## src/rtl/lfsr_mem_pkg.sv

```systemverilog
// Shared definitions for the LFSR-addressed associative memory (writer and search side).
package lfsr_mem_pkg;

  localparam int ADDR_W = 8;
  localparam int DATA_W = 8;
  localparam int MAX_WORDS = 255;

  // Feedback taps for x^8+x^6+x^5+x^4+1 in shift-left Fibonacci form (bits 7,5,4,3)
  localparam logic [ADDR_W-1:0] LFSR_TAPS = 8'hB8;

  typedef enum logic [2:0] {
    IDLE,
    LOAD,
    DONE,
    VERIFY_RD,
    VERIFY_CMP
  } wr_state_t;

  // One LFSR step; both memory ends must use this so they walk the same address order
  function automatic logic [ADDR_W-1:0] lfsr_next(input logic [ADDR_W-1:0] q);
    return {q[ADDR_W-2:0], ^(q & LFSR_TAPS)};
  endfunction

endpackage

```

## src/rtl/lfsr_mem_writer_if.sv

```systemverilog
// Data stream and memory write port of the LFSR memory writer.
// The read-back pair Mem_RE/Mem_Rdata exists only when WR_VERIFY_EN is defined.
interface lfsr_mem_writer_if;
  import lfsr_mem_pkg::*;

  logic [DATA_W-1:0] Data_in;
  logic              Data_Valid;
  logic              Data_Ready;
  logic              Mem_WE;
  logic [ADDR_W-1:0] Mem_Addr;
  logic [DATA_W-1:0] Mem_Data;
`ifdef WR_VERIFY_EN
  logic              Mem_RE;
  logic [DATA_W-1:0] Mem_Rdata;
`endif

  // Writer's view: consumes the stream, drives the memory port
  modport master (
    input  Data_in, Data_Valid,
    output Data_Ready, Mem_WE, Mem_Addr, Mem_Data
`ifdef WR_VERIFY_EN
    , output Mem_RE
    , input  Mem_Rdata
`endif
  );

  // Host/memory view
  modport slave (
    output Data_in, Data_Valid,
    input  Data_Ready, Mem_WE, Mem_Addr, Mem_Data
`ifdef WR_VERIFY_EN
    , input  Mem_RE
    , output Mem_Rdata
`endif
  );

endinterface

```

## src/rtl/lfsr8_step.sv

```systemverilog
// Registered 8-bit maximal-length LFSR with seed load and advance enables.
// Shared with the search side so both generate the identical address sequence.
module lfsr8_step
  import lfsr_mem_pkg::*;
#(
  parameter logic [ADDR_W-1:0] SEED = 8'h01
) (
  input  logic              Clock,
  input  logic              Reset_n,
  input  logic              load,
  input  logic              advance,
  output logic [ADDR_W-1:0] q
);

  // Load has priority so a fresh start always begins at SEED
  always_ff @(posedge Clock or negedge Reset_n) begin
    if (!Reset_n) begin
      q <= SEED;
    end else if (load) begin
      q <= SEED;
    end else if (advance) begin
      q <= lfsr_next(q);
    end
  end

endmodule

```

## src/rtl/lfsr_mem_writer.sv

```systemverilog
// Write-side loader for the LFSR-addressed associative memory.
// Accepts WR_Count words over a valid/ready stream and writes each one to the
// address given by the LFSR, in the same order the search side walks.
// Optional read-back verify of every word: define WR_VERIFY_EN.
//
// state      | meaning
// -----------+-----------------------------------------------------------
// IDLE       | waiting for WR_Ext; illegal counts go straight to DONE
// LOAD       | Data_Ready high, one word accepted per valid cycle
// VERIFY_RD  | write strobe out, read-back issued on the same address
// VERIFY_CMP | read data compared against the written word
// DONE       | one-cycle WR_Done pulse, then back to IDLE
module lfsr_mem_writer #(
  parameter logic [7:0] SEED      = 8'h01,
  parameter int         MAX_WORDS = 255
) (
  input  logic                      Clock,
  input  logic                      Reset_n,
  input  logic                      WR_Ext,
  input  logic [15:0]               WR_Count,
  lfsr_mem_writer_if.master         bus,
  output logic                      WR_Busy,
  output logic                      WR_Done,
  output logic                      WR_Error
);
  import lfsr_mem_pkg::*;

  localparam logic [15:0] MAX_CNT = 16'(MAX_WORDS);

  wr_state_t         state;
  logic [7:0]        cap_q;
  logic [7:0]        cnt_q;
  logic [7:0]        cnt_nxt;
  logic [ADDR_W-1:0] lfsr_q;
  logic              lfsr_load;
  logic              lfsr_adv;
  logic              start_ok;
  logic              xfer;
  logic              we_q;
  logic [ADDR_W-1:0] addr_q;
  logic [DATA_W-1:0] data_q;
  logic              err_q;

  lfsr8_step #(.SEED(SEED)) u_lfsr (
    .Clock   (Clock),
    .Reset_n (Reset_n),
    .load    (lfsr_load),
    .advance (lfsr_adv),
    .q       (lfsr_q)
  );

  // Start qualification, transfer detect and LFSR control
  always_comb begin
    start_ok  = (WR_Count != 16'd0) && (WR_Count <= MAX_CNT);
    xfer      = (state == LOAD) && bus.Data_Valid;
    cnt_nxt   = cnt_q + 8'd1;
    lfsr_load = (state == IDLE) && WR_Ext && start_ok;
    lfsr_adv  = xfer;
  end

  // State-decoded status and registered memory port outputs
  always_comb begin
    bus.Data_Ready = (state == LOAD);
    WR_Busy        = (state == LOAD);
`ifdef WR_VERIFY_EN
    if ((state == VERIFY_RD) || (state == VERIFY_CMP)) WR_Busy = 1'b1;
    bus.Mem_RE     = (state == VERIFY_RD);
`endif
    WR_Done        = (state == DONE);
    WR_Error       = err_q;
    bus.Mem_WE     = we_q;
    bus.Mem_Addr   = addr_q;
    bus.Mem_Data   = data_q;
  end

  // Load sequencer: capture count, issue one write per accepted word, flag errors
  always_ff @(posedge Clock or negedge Reset_n) begin
    if (!Reset_n) begin
      state  <= IDLE;
      cap_q  <= 8'd0;
      cnt_q  <= 8'd0;
      we_q   <= 1'b0;
      addr_q <= '0;
      data_q <= '0;
      err_q  <= 1'b0;
    end else begin
      we_q <= 1'b0;
      case (state)
        IDLE: begin
          if (WR_Ext) begin
            if (start_ok) begin
              cap_q <= WR_Count[7:0];
              cnt_q <= 8'd0;
              err_q <= 1'b0;
              state <= LOAD;
            end else begin
              err_q <= 1'b1;
              state <= DONE;
            end
          end
        end
        LOAD: begin
          if (xfer) begin
            we_q   <= 1'b1;
            addr_q <= lfsr_q;
            data_q <= bus.Data_in;
            cnt_q  <= cnt_nxt;
`ifdef WR_VERIFY_EN
            state  <= VERIFY_RD;
`else
            if (cnt_nxt == cap_q) state <= DONE;
`endif
          end
        end
`ifdef WR_VERIFY_EN
        VERIFY_RD: begin
          state <= VERIFY_CMP;
        end
        VERIFY_CMP: begin
          if (bus.Mem_Rdata != data_q) err_q <= 1'b1;
          state <= (cnt_q == cap_q) ? DONE : LOAD;
        end
`endif
        DONE: begin
          state <= IDLE;
        end
        default: begin
          state <= IDLE;
        end
      endcase
    end
  end

endmodule

```

## src/flat_wrapper.sv

```systemverilog
// flat-port wrapper written by rule: the top's interface ports become plain ports
module lfsr_mem_writer_flat import lfsr_mem_pkg::*;
#(
  parameter logic [7:0] SEED      = 8'h01,
  parameter int         MAX_WORDS = 255
)
  (Clock, Reset_n, WR_Ext, WR_Count, WR_Busy, WR_Done, WR_Error, bus_Data_in, bus_Data_Valid, bus_Data_Ready, bus_Mem_WE, bus_Mem_Addr, bus_Mem_Data);
  lfsr_mem_writer_if bus_i ();
  input  logic Clock;
  input  logic Reset_n;
  input  logic WR_Ext;
  input  logic [15:0] WR_Count;
  output logic WR_Busy;
  output logic WR_Done;
  output logic WR_Error;
  input wire logic [$bits(bus_i.Data_in)-1:0] bus_Data_in;
  input wire logic [$bits(bus_i.Data_Valid)-1:0] bus_Data_Valid;
  output wire logic [$bits(bus_i.Data_Ready)-1:0] bus_Data_Ready;
  output wire logic [$bits(bus_i.Mem_WE)-1:0] bus_Mem_WE;
  output wire logic [$bits(bus_i.Mem_Addr)-1:0] bus_Mem_Addr;
  output wire logic [$bits(bus_i.Mem_Data)-1:0] bus_Mem_Data;
  assign bus_i.Data_in = bus_Data_in;
  assign bus_i.Data_Valid = bus_Data_Valid;
  assign bus_Data_Ready = bus_i.Data_Ready;
  assign bus_Mem_WE = bus_i.Mem_WE;
  assign bus_Mem_Addr = bus_i.Mem_Addr;
  assign bus_Mem_Data = bus_i.Mem_Data;
  lfsr_mem_writer #(.SEED(SEED), .MAX_WORDS(MAX_WORDS)) u_core (.Clock(Clock), .Reset_n(Reset_n), .WR_Ext(WR_Ext), .WR_Count(WR_Count), .bus(bus_i), .WR_Busy(WR_Busy), .WR_Done(WR_Done), .WR_Error(WR_Error));
endmodule
```

## config.mk

```make
export PLATFORM = sky130hd
export DESIGN_NAME = lfsr_mem_writer_flat
export DESIGN_NICKNAME = d
export VERILOG_FILES = /design/src/rtl/lfsr_mem_pkg.sv /design/src/rtl/lfsr_mem_writer_if.sv /design/src/rtl/lfsr8_step.sv /design/src/rtl/lfsr_mem_writer.sv /design/src/flat_wrapper.sv
export SDC_FILE = /design/constraint.sdc
export NUM_CORES = 1
export LEC_CHECK = 0
export CAP_MARGIN = 0
export CELL_PAD_IN_SITES_DETAIL_PLACEMENT = 0
export CELL_PAD_IN_SITES_GLOBAL_PLACEMENT = 1
export CORE_UTILIZATION = 39
export CTS_BUF_LIST = sky130_fd_sc_hd__clkbuf_8
export DETAILED_ROUTE_END_ITERATION = 7
export GPL_TIMING_DRIVEN = 0
export PLACE_DENSITY = 0.89
export SYNTH_ARGS = -nofsm -noshare
export SYNTH_HDL_FRONTEND = slang
export SYNTH_HIERARCHICAL = 1
export SYNTH_SLANG_ARGS = --single-unit
```

## constraint.sdc

```tcl
create_clock -name Clock -period 2.1 [get_ports Clock]
set_input_delay 0.63 -clock Clock [delete_from_list [all_inputs] [get_ports Clock]]
set_output_delay 0.63 -clock Clock [all_outputs]
set_load 0.03 [all_outputs]
```

Word level (Yosys, flattened, before mapping) --
Index checks and enable logic that the tools add are counted.
Cells by class: $add $sub $neg 1, $lt $le $gt $ge 1, equality and inequality tests 7, mux-type cells 14, reductions and logical operators 14
Operators with widths (number):
- 2-to-1 mux 8 bit | 5
- <= comparator 16 x 8 -> 1 bit (second input constant) | 1
- case mux 8 bit (2 select lines) | 1
- nonzero test 16 bit | 1
- 2-to-1 mux 3 bit | 3
- adder 8 x 1 -> 8 bit (second input constant) | 1
- equality test 8 bit | 1
- parity 8 bit | 1
- inequality test 2 x 1 -> 1 bit (second input constant) | 3
- case mux 3 bit (2 select lines) | 1
- AND reduction 3 bit | 2
- logical AND 1 bit | 4
- AND reduction 2 bit | 2
- AND reduction 4 bit | 1
- nonzero test 2 bit | 2
- equality test 3 x 1 -> 1 bit (second input constant) | 1
- equality test 3 x 2 -> 1 bit (second input constant) | 1
- logical NOT 3 bit | 1
- 2-to-1 mux 1 bit | 3
- 2-to-1 mux 2 bit | 1
- inequality test 2 bit (second input constant) | 1
Word-level totals: bits in registers 45, output and inout port bits 21, word-level logic and storage cells 45

Longest topological paths before layout --
depth after elaboration 5, depth in mapped cells 8, gate-level depth less buffers 6

Hierarchy --
The synthesis kept the hierarchy.
Modules (own cells, without submodules):
- lfsr_mem_writer | times used 1, cells an instance 181, area an instance 1737.9 um^2, sequential area each 900.9 um^2
- lfsr8_step | times used 1, cells an instance 30, area an instance 347.8 um^2, sequential area each 201.4 um^2

Least setup slack after synthesis --
Ideal clock, no wire load.
path type register to register, start point reg u_core.state[1], end point reg u_core.u_lfsr.q[1], setup time 0.130 ns, arrival 2.068 ns, data required time 1.970 ns, setup slack -0.098 ns, stages on the path, launching flop included 8, clock period less this slack 2.198 ns, cells stage by stage dfrtp_1 > nor2b_1 > nand2_1 > clkinv_1 > clkbuf_1 > buf_2 > mux2i_1 > nor2_1
RTL lines:
- from (decl) | RTL line lfsr_mem_writer.sv:30 | wr_state_t state;
- from (signal assigned) | RTL line lfsr_mem_writer.sv:79 | state <= IDLE;
- from (signal assigned) | RTL line lfsr_mem_writer.sv:95 | state <= LOAD;
- from (signal assigned) | RTL line lfsr_mem_writer.sv:98 | state <= DONE;
- equality test 3 x 1 -> 1 bit
- net WR_Busy | RTL line flat_wrapper.sv:13 | output logic WR_Busy;
- logical AND 1 bit | RTL line lfsr_mem_writer.sv:55 | xfer = (state == LOAD) && bus.Data_Valid;
- net u_core.lfsr_adv | RTL line lfsr_mem_writer.sv:36 | logic lfsr_adv;
- nonzero test 2 bit (no line)
- to (signal assigned) | RTL line lfsr8_step.sv:22 | q <= lfsr_next(q);
- to (decl) | RTL line lfsr8_step.sv:12 | output logic [ADDR_W-1:0] q
The timed path passes the listed nets, and every way through them passes these cells. A chain may end at the register's enable or synchronous reset.

Worst setup path after layout --
start point in WR_Count[14], end point reg u_core.cap_q[6]
Between the ends: longest elaborated chain between the ends 3
Ends and longest elaborated chain:
- from (decl) | RTL line flat_wrapper.sv:12 | input logic [15:0] WR_Count;
- <= comparator 16 x 8 -> 1 bit / nonzero test 16 bit (equally long branches) | RTL line lfsr_mem_writer.sv:54 | start_ok = (WR_Count != 16'd0) && (WR_Count <= MAX_CNT);
- logical AND 1 bit (*) | RTL line lfsr_mem_writer.sv:54
- AND reduction 3 bit (no line) (*)
- to (signal assigned) | RTL line lfsr_mem_writer.sv:92 | cap_q <= WR_Count[7:0];
- to (decl) | RTL line lfsr_mem_writer.sv:31 | logic [7:0] cap_q;
Every way passes the cells marked *; elsewhere a longest branch is shown, timed or not.

==> run metrics <==
setup repair after global routing missed its margin true; Vias/cell 4.90; fin. max-slew vios 0; clk root buf sky130_fd_sc_hd__clkbuf_8; max-cap violation count 0; pin count of the biggest net entering global routing 31; outcome finished, final reports clean; CTS tree done; starting density of the core 40.6%; post-layout net count 295; synthesized flop and latch total 44; number of inserted diodes 0; reg-to-reg setup timing slack 0.16 ns; half-perimeter wire length of the detailed placement result 3180 µm; Routability Congestion 0.818; H-tree depth 2; path type of the worst min-delay path primary input to async pin; Fmax 0.491 GHz; cell with the largest stage delay on the worst path sky130_fd_sc_hd__clkdlybuf4s50_1; deepest clock path buffer count 2; CORE AREA 5140 µm²; clock edge transition at the registers on the reported setup and hold paths 0.09 ns; startpoint of the most critical setup path WR_Count[14]; mapped cell area 2090 µm²; Tcrit/Tclk final 97.0%; largest fanout on the critical path 5; r2r startpoint u_core/cnt_q[0]$_DFFE_PN0P_; WL per Instance 12.8 µm; power density cells 970 nW/µm²; Die ar. 5640 µm²; delay of the slowest cell on the worst path 0.41 ns; count of endpoints failing setup in the final report 0; required time worst endpoint 2.30 ns; worst flop-to-flop path endpoint u_core/state[0]$_DFFE_PN0P_; via count of the first global-routing pass 1,609; Period minus WS final 2.04 ns; Worst VDD drop 0.362 mV; Synth cell types 38; die boundary width 75.1 µm; yosys warns 6; CTS hold repair buffers 0; final antenna-violating net count 0; row count 26; total global-route track usage 17.8%; Largest delay share family, worst path simple AND/OR/NAND/NOR gates; post-CTS setup buffer count 0; synthesized netlist cell count 211; Fin Clk Skew 0.00836 ns; port bufs 48; initial DRC count 138; Skew-Pair Late Insertion Delay 0.30 ns; endpoints failing hold 0; post-synthesis cell type with the largest combined area sky130_fd_sc_hd__dfrtp_1; CTS sink cnt 44; total power after layout 2.76 mW; crit path DAT 2.23 ns; worst path buffer plus inverter count 2; Synth-to-Final Area Change 36.7%; worst slew pin tran 0.471 ns; Synth Area per Inst 9.89 µm²; leakage component of the power 1.35 nW; total length of routed wires 4320 µm; initial antenna violation count 0; worst max-slew margin expressed relative to the limit 68.6%; cell types with the largest area share after synthesis sky130_fd_sc_hd__dfrtp_1 (52%), sky130_fd_sc_hd__nand2_1 (11%), sky130_fd_sc_hd__mux2_4 (5.8%); minimum hold slack 0.218 ns; worst r2r path cells 6; number of buffers created by CTS 5; via count 1,651; list of cells traversed by the critical path clkdlybuf4s50_1 -> nor4_2 -> o211ai_4 -> or3_4 -> buf_8 -> mux2_4; path type of the worst setup path primary input to register; height of the die 75.1 µm; wire length of the first global-routing pass 7430 µm; Remaining DRCs 0; launching element type of the critical path primary input; CP endpoint kind register; share of cells above drive strength 1 14.6%; share of the synthesized area in the top cell type 51.6%; num ports 49; total iterations of the first detailed-routing run 4; GR Overflow Total 0; Synthesized Nets 240; sequential area share after synthesis 52.8%
## power by group
group	switching, mW	internal (mW)
Combinational	0.496	0.413
Clock	0.311	0.358
Sequential	0.147	1.04
Total	0.953	1.81
## cells in the final DEF, fill, tap and decap left out, types with 2 or more instances in the layout
cell	synthesis	routed
sky130_fd_sc_hd__mux2_4	8	8
sky130_fd_sc_hd__a31oi_1	7	7
sky130_fd_sc_hd__dfrtp_1	43	42
sky130_fd_sc_hd__o21ai_0	3	3
sky130_fd_sc_hd__xor2_1	4	4
sky130_fd_sc_hd__nand2_1	60	60
sky130_fd_sc_hd__nand3_1	4	4
sky130_fd_sc_hd__dlymetal6s2s_1	0	6
sky130_fd_sc_hd__buf_4	1	2
sky130_fd_sc_hd__o21a_1	2	2
sky130_fd_sc_hd__xnor2_1	10	10
sky130_fd_sc_hd__clkbuf_1	4	2
sky130_fd_sc_hd__dlygate4sd2_1	0	10
sky130_fd_sc_hd__mux2i_1	7	7
sky130_fd_sc_hd__clkinvlp_4	0	2
sky130_fd_sc_hd__a21oi_1	6	6
sky130_fd_sc_hd__or4_4	0	2
sky130_fd_sc_hd__clkdlybuf4s50_1	0	29
sky130_fd_sc_hd__clkbuf_8	0	5
sky130_fd_sc_hd__nand4_1	2	2
sky130_fd_sc_hd__inv_1	3	3
sky130_fd_sc_hd__nor2b_1	4	3
sky130_fd_sc_hd__nor2_1	18	18
sky130_fd_sc_hd__inv_6	0	2
sky130_fd_sc_hd__buf_2	2	3
## metrics by stage
stage / instances / TNS (ns) / setup WS, ns / util (%) / instance area [µm²]
floorplan: 211 / 0 / 0.00830 / - / 2100
global placement: 329 / -43.47 / -0.729 / 51.9 / 2670
detailed placement: 330 / -12.43 / -0.544 / 52.2 / 2680
CTS: 337 / 0 / 0.00506 / 54.6 / 2800
global route: 337 / -0.0111 / -0.0111 / 55.5 / 2850
finish: 337 / 0 / 0.0635 / 55.5 / 2850
## cell usage after synthesis
cell type	n
sky130_fd_sc_hd__nand2_1	60
sky130_fd_sc_hd__dfrtp_1	43
sky130_fd_sc_hd__nor2_1	18
sky130_fd_sc_hd__xnor2_1	10
sky130_fd_sc_hd__mux2_4	8
sky130_fd_sc_hd__a31oi_1	7
sky130_fd_sc_hd__mux2i_1	7
sky130_fd_sc_hd__a21oi_1	6
sky130_fd_sc_hd__clkbuf_1	4
sky130_fd_sc_hd__nand3_1	4
sky130_fd_sc_hd__nor2b_1	4
sky130_fd_sc_hd__xor2_1	4
sky130_fd_sc_hd__inv_1	3
sky130_fd_sc_hd__o21ai_0	3
sky130_fd_sc_hd__buf_2	2
sky130_fd_sc_hd__nand4_1	2
sky130_fd_sc_hd__nor3_1	2
sky130_fd_sc_hd__nor4_2	2
sky130_fd_sc_hd__o21a_1	2
sky130_fd_sc_hd__or4_1	2
sky130_fd_sc_hd__a21oi_2	1
sky130_fd_sc_hd__a311oi_1	1
sky130_fd_sc_hd__and3b_1	1
sky130_fd_sc_hd__and4_1	1
sky130_fd_sc_hd__buf_1	1
sky130_fd_sc_hd__buf_4	1
sky130_fd_sc_hd__buf_6	1
sky130_fd_sc_hd__clkinv_1	1
sky130_fd_sc_hd__dfstp_2	1
sky130_fd_sc_hd__ha_1	1
sky130_fd_sc_hd__inv_2	1
sky130_fd_sc_hd__o211ai_2	1
sky130_fd_sc_hd__o21ai_1	1
sky130_fd_sc_hd__o22ai_1	1
sky130_fd_sc_hd__o31a_1	1
sky130_fd_sc_hd__o31ai_1	1
sky130_fd_sc_hd__or2_1	1
sky130_fd_sc_hd__or3_1	1
## worst max path at each step
stage	endpoint	slack, ns	cells past startpoint
finish	u_core/cap_q[6]$_DFFE_PN0P_	0.06	6
detailed placement	u_core/u_lfsr/q[0]$_DFFE_PN1P_	-0.54	9
global route	WR_Busy	-0.01	2
CTS	u_core/cap_q[5]$_DFFE_PN0P_	0.005	6
floorplan	u_core/u_lfsr/q[0]$_DFFE_PN1P_	0.008	8
global placement	u_core/cnt_q[4]$_DFFE_PN0P_	-0.73	1
## area by class of cell
class / count / area, µm²
flip-flops and latches: 44 / 1100
plain buffers: 7 / 45.0
fillers: 504 / 2290
repair buffers: 50 / 507
multi-input cells: 153 / 965
well taps: 70 / 87.6
clock inverters: 3 / 46.3
inverters: 5 / 27.5
clock buffers: 5 / 68.8
## cell families after synthesis
kind of cell               synth area share (%)
and+or+nand+nor                            20.6
AOI/OAI and AO/OA                          7.74
buffers and inverters                      3.18
DFF                                        52.8
muxes                                      9.12
adders and majority gates                 0.600
xor gates and xnor gates                   5.88
## registers in the layout, summed over array words and instances, names as in the netlist
name	cells
u_core/WR_Error	1
u_core/bus.Mem_Addr	8
u_core/bus.Mem_Data	8
u_core/bus.Mem_WE	1
u_core/cap_q	8
u_core/cnt_q	8
u_core/state	2
u_core/u_lfsr/q	8
## repair_timing
action	in CTS	in global routing
pin swaps	5	3
gates cloned	1	0
gates resized for setup	20	15
setup endpoints to repair	26	37
## layer usage
layer	vias up	share of wire, %	global-route usage, %
li1	819	-	-
met1	779	48	23.9
met2	47	46	27.8
met3	6	4.4	3.75
met4	0	1.6	8.44
met5	-	0	0
## worst reg2reg max path: cells and delay by family (launching register included)
family / cells / cell delay, ns
AO/OA/AOI/OAI: 2 / 0.53
AND/OR/NAND/NOR: 3 / 0.61
flip-flops: 1 / 0.42
adder cells (fa/ha/maj): 1 / 0.26
No activity file was read; power rests on OpenSTA's default activity.
